### src/rtl/dmem_arbiter.sv
// Two-port arbiter for the single data-memory port: CPU (port 0) has priority, the loader
// (port 1) is aged so it cannot starve. Issue, access and response are each one register stage.
module dmem_arbiter #(
  parameter int unsigned ADDR_W   = 64,
  parameter int unsigned DATA_W   = 64,
  parameter int unsigned MAX_WAIT = 4,
  parameter int unsigned CNT_W    = 16
) (
  input  logic              clk,
  input  logic              reset,
  input  logic              req0,
  input  logic              we0,
  input  logic [ADDR_W-1:0] addr0,
  input  logic [DATA_W-1:0] wdata0,
  input  logic              req1,
  input  logic              we1,
  input  logic [ADDR_W-1:0] addr1,
  input  logic [DATA_W-1:0] wdata1,
  output logic              gnt0,
  output logic              gnt1,
  output logic              cpu_stall,
  output logic              mem_we,
  output logic              mem_re,
  output logic [ADDR_W-1:0] mem_addr,
  output logic [DATA_W-1:0] mem_wdata,
  output logic [3:0]        mem_xfer_size,
  input  logic [DATA_W-1:0] mem_rdata,
  output logic [DATA_W-1:0] rdata,
  output logic              rvalid0,
  output logic              rvalid1,
  output logic [CNT_W-1:0]  stall_cycles
);

  localparam logic [3:0] WaitMax = 4'(MAX_WAIT);

  logic [3:0]        r_wait_cnt;
  logic              r_mem_we;
  logic              r_mem_re;
  logic [ADDR_W-1:0] r_mem_addr;
  logic [DATA_W-1:0] r_mem_wdata;
  logic              r_owner;
  logic [DATA_W-1:0] r_rdata;
  logic              r_rvalid0;
  logic              r_rvalid1;
  logic [CNT_W-1:0]  r_stall_cycles;

  logic w_wait_max;
  logic w_gnt0;
  logic w_gnt1;
  logic w_stall;
  logic w_we;

  // Port 1 wins a contested cycle only once it has aged to WaitMax.
  assign w_wait_max = (r_wait_cnt == WaitMax);
  assign w_gnt0     = ~reset & req0 & ~(req1 & w_wait_max);
  assign w_gnt1     = ~reset & req1 & (~req0 | w_wait_max);
  assign w_stall    = req0 & ~w_gnt0;
  assign w_we       = w_gnt1 ? we1 : we0;

  always_ff @(posedge clk) begin
    if (reset) begin
      r_wait_cnt     <= '0;
      r_mem_we       <= 1'b0;
      r_mem_re       <= 1'b0;
      r_mem_addr     <= '0;
      r_mem_wdata    <= '0;
      r_owner        <= 1'b0;
      r_rdata        <= '0;
      r_rvalid0      <= 1'b0;
      r_rvalid1      <= 1'b0;
      r_stall_cycles <= '0;
    end else begin
      if (req1 && !w_gnt1) begin
        r_wait_cnt <= w_wait_max ? r_wait_cnt : r_wait_cnt + 4'd1;
      end else begin
        r_wait_cnt <= '0;
      end

      if (w_gnt0 || w_gnt1) begin
        r_mem_addr  <= w_gnt1 ? addr1 : addr0;
        r_mem_wdata <= w_gnt1 ? wdata1 : wdata0;
        r_mem_we    <= w_we;
        r_mem_re    <= ~w_we;
        r_owner     <= w_gnt1;
      end else begin
        r_mem_we <= 1'b0;
        r_mem_re <= 1'b0;
      end

      // Read data is captured in the access cycle; the owner tag rides along one stage.
      if (r_mem_re) begin
        r_rdata <= mem_rdata;
      end
      r_rvalid0 <= r_mem_re & ~r_owner;
      r_rvalid1 <= r_mem_re & r_owner;

      if (w_stall && (r_stall_cycles != {CNT_W{1'b1}})) begin
        r_stall_cycles <= r_stall_cycles + 1'b1;
      end
    end
  end

  assign gnt0          = w_gnt0;
  assign gnt1          = w_gnt1;
  assign cpu_stall     = w_stall;
  assign mem_we        = r_mem_we;
  assign mem_re        = r_mem_re;
  assign mem_addr      = r_mem_addr;
  assign mem_wdata     = r_mem_wdata;
  assign mem_xfer_size = 4'd8;
  assign rdata         = r_rdata;
  assign rvalid0       = r_rvalid0;
  assign rvalid1       = r_rvalid1;
  assign stall_cycles  = r_stall_cycles;

endmodule

### config.mk
export PLATFORM = sky130hd
export DESIGN_NAME = dmem_arbiter
export DESIGN_NICKNAME = d
export VERILOG_FILES = /design/src/rtl/dmem_arbiter.sv
export SDC_FILE = /design/constraint.sdc
export NUM_CORES = 1
export LEC_CHECK = 0
export CAP_MARGIN = 15
export CELL_PAD_IN_SITES_DETAIL_PLACEMENT = 2
export CELL_PAD_IN_SITES_GLOBAL_PLACEMENT = 2
export CORE_AREA = 2 2 210 212
export DETAILED_ROUTE_END_ITERATION = 8
export DIE_AREA = 0 0 212 214
export PLACE_DENSITY = 0.93
export SLEW_MARGIN = 30
export SYNTH_ARGS = -nofsm -noshare
export SYNTH_HDL_FRONTEND = slang
export SYNTH_SLANG_ARGS = --single-unit
### constraint.sdc
create_clock -name clk -period 5.75 [get_ports clk]
set_input_delay 1.4375 -clock clk [delete_from_list [all_inputs] [get_ports clk]]
set_output_delay 1.4375 -clock clk [all_outputs]
set_load 0.01 [all_outputs]
==> metrics.md <==
| Metric | Value |
|---|---|
| Outcome | `completed` |
| Post-synthesis simple-gate area fraction | `about 14%` |
| H-tree depth | `1` |
| Width of the die | `~210 um` |
| Grt ovf | `0` |
| CTS resizes | `0` |
| I/O pin count | `approximately 550` |
| Fin. max-slew vios | `0` |
| Worst-path clk slew | `roughly 50 ps` |
| Relative slew slack | `34.98%` |
| Most frequent cells in the layout | `clkdlybuf4s50_1, dfxtp_1, mux2i_1` |
| Critical path type | `primary input to output port` |
| Hold Path Class | `register to register` |
| Final setup TNS | `0 ps` |
| Yosys reg bits | `217` |
| Clock sinks | `217` |
| CTS Hold Bufs | `0` |
| Reg2Reg Depth | `8` |
| P_leak | `around 0.0055 uW` |
| Largest net degree at the start of global routing | `123` |
| CP max stage cell | `clkdlybuf4s50_1` |
| Site Rows | `76` |
| Deepest clock path buffer count | `3` |
| First-pass GRT wire length | `between 60000 and 70000 um` |
| CP Launch Point | `req1` |
| Port bufs | `between 500 and 600` |
| Gr usage total | `19.08%` |
| Critical Path AT | `about 3400 ps` |
| Area grow syn2layout | `77.49%` |
| Via count | `9300` |
| Critical Path RT | `4310 ps` |
| Routed WL per cell | `approximately 22 um` |
| Initial antenna violation count | `8` |
| Largest family of logic cells by synthesized area | `multiplexers` |
| Part of the Yosys area used for sequential elements | `around half` |
| Final Hold Viols | `0` |
| Mux contribution to synthesized area | `22.15%` |
| EDFF count, synth | `0` |
| Most used cell, CP | `clkdlybuf4s50_1` |
| Worst-skew pair later-pin latency | `between 500 and 600 ps` |
| Postcts setup bufs | `0` |
| MaxCap Viol Count | `0` |
| Final Non-Filler Cells | `approximately 2000` |
| Worst VDD drop | `approximately 0.14 mV` |
| Xor and xnor area share after synthesis | `less than 1%` |
| Reg2reg end | `mem_addr[45]` |
| CP endpoint kind | `output port` |
| Worst path cell trace | `clkdlybuf4s50_1, nand4b_1, a21bo_1, inv_1, clkdlybuf4s50_1` |
| Final wirelength | `about 45000 um` |
| Clock Skew | `28.01 ps` |
| Main synth FF type | `dfxtp_1` |
| Adder-cell share of the synthesized area | `less than 1%` |
| DP Cell Count | `1977` |
| CP Buf/Inv Count | `3` |
| Critical Path Stages | `5` |
| Ys Warns | `0` |
| RSZ-0062 raised after global routing | `no` |
| Async SR Flop Fraction | `0%` |
| Die footprint | `~45000 um2` |
| Cell Pwr Density | `between 200 and 300 nW/um2` |
| Achievable Freq | `between 200 and 250 MHz` |
| Drt pass-1 iters | `4` |
| Die height | `214 um` |
| Tightest Pin Transition | `about 980 ps` |
| R2R Setup Slk | `2840 ps` |
| Compound-Gate Fraction of Synth Area | `between 10% and 20%` |
| Critical path's top delay family | `buffers and inverters` |
| Cell Area, Synth | `between 8000 and 9000 um2` |
| Final Wtd Congestion | `0.7838` |
| Root buf cell | `clkbuf_16` |
| CP Capture Point | `cpu_stall` |
| Commonest non-fill, non-tap cell in the layout | `clkdlybuf4s50_1` |
| Fin crit share | `84.77%` |
| Post-DRT Antenna Nets | `0` |
| Period minus WS final | `approximately 4900 ps` |
| Fillers | `4544` |
| Largest stage delay, worst path | `650 ps` |
| Min Hold Slack | `462.4 ps` |
| Critical path peak fanout | `9` |
| Worst r2r src | `r_wait_cnt[0]` |
| Layout cell share with drive strength beyond 1 | `roughly 4.4%` |
| CTS buffer count | `27` |
| TritonCTS clock tree | `built` |
| Post-synth cell types | `48` |
| Layout Utilization | `between 30 and 40%` |
| Fin nets | `1750` |
| Initial Util | `between 20% and 30%` |
| Core region area | `approximately 43000 um2` |
| Initial DRC count | `roughly 330` |
| CP Launch Type | `primary input` |
| Avg Synthesized Cell Area | `9.628 um2` |
| DRC violation count after routing | `0` |
| Setup violations, final | `0` |
| Post-detail-place hpwl | `between 30000 and 40000 um` |
| Vias/cell | `about 4.6` |
| Vias in the first global route | `between 10000 and 15000` |
| Post-synthesis cell count | `about 900` |
Yosys cell counts, types with 11 or more instances:
cell type | n | area [um2]
a21oi_1 | 11 | 55.05
buf_2 | 21 | 105.1
clkbuf_1 | 50 | 187.7
dfxtp_1 | 217 | 4344
mux2i_1 | 194 | 1942
nand3_1 | 130 | 650.6
nor2_1 | 83 | 311.6
o21ai_0 | 101 | 505.5
o21ai_1 | 24 | 120.1
area by class of cell:
| cell class | count | area [um2] | share of cell area, % |
|---|---|---|---|
| multi-input combinational | 619 | 4192 | 26.63 |
| inverter | 7 | 28.78 | 0.1828 |
| clock buffer | 41 | 798.3 | 5.072 |
| tap | 585 | 732.0 | 4.651 |
| sequential | 217 | 4348 | 27.63 |
| clock inverter | 8 | 97.59 | 0.6201 |
| antenna | 6 | 15.01 | 0.09540 |
| timing repair buffer | 549 | 5528 | 35.12 |
worst min-delay path: cells and delay by family, from the launching register on:
family	cells	cell delay [ps]
simple gates	1	60
compound gates	1	50
flops	1	310
sequential cells by signal, indices dropped and copies added, names as in the netlist:
register	flops
mem_addr	64
mem_wdata	64
rdata	64
stall_cycles	16
r_wait_cnt	4
mem_re	1
mem_we	1
r_owner	1
rvalid0	1
rvalid1	1
logic make-up after synthesis:
kind of cell    Yosys count
compound gates          163
other cells               2
fa+ha+maj                 3
mux                     196
xor+xnor                  2
flops                   217
buf+inv                  87
simple gates            251
per-layer routing:
| layer | track usage, % | share of wire [%] |
|---|---|---|
| met1 | 19.38 | 36 |
| met2 | 35.31 | 51 |
| met3 | 6.861 | 9.5 |
| met4 | 7.183 | 3.3 |
| met5 | 0 | 0.026 |
worst min path at each step:
stage | start | slack [ps] | cells after the start | endpoint
2_1_floorplan | r_owner | 410 | 1 | rvalid0
3_3_place_gp | r_owner | 440 | 1 | rvalid0
3_5_place_dp | r_wait_cnt[0] | 460 | 1 | r_wait_cnt[0]
4_1_cts | mem_wdata[0] | 470 | 2 | mem_wdata[0]
5_1_grt | mem_wdata[20] | 480 | 2 | mem_wdata[20]
6_report | mem_wdata[6] | 460 | 2 | mem_wdata[6]
metrics by stage:
step,power (uW),worst slack [ps],area (um2)
final,4121,875.8,15740
after global routing,4289,755.8,15740
after CTS,4180,881.9,15710
after detailed placement,2424,899.0,14820
after global placement,2381,1005,14780
after floorplan,1912,1974,8875
power by group:
part           switching (uW)  internal, uW
sequential               57.8          1600
combinational             310           432
clock                     683          1040
total                    1050          3070
Note: power is estimated with default switching activity, not from simulation.
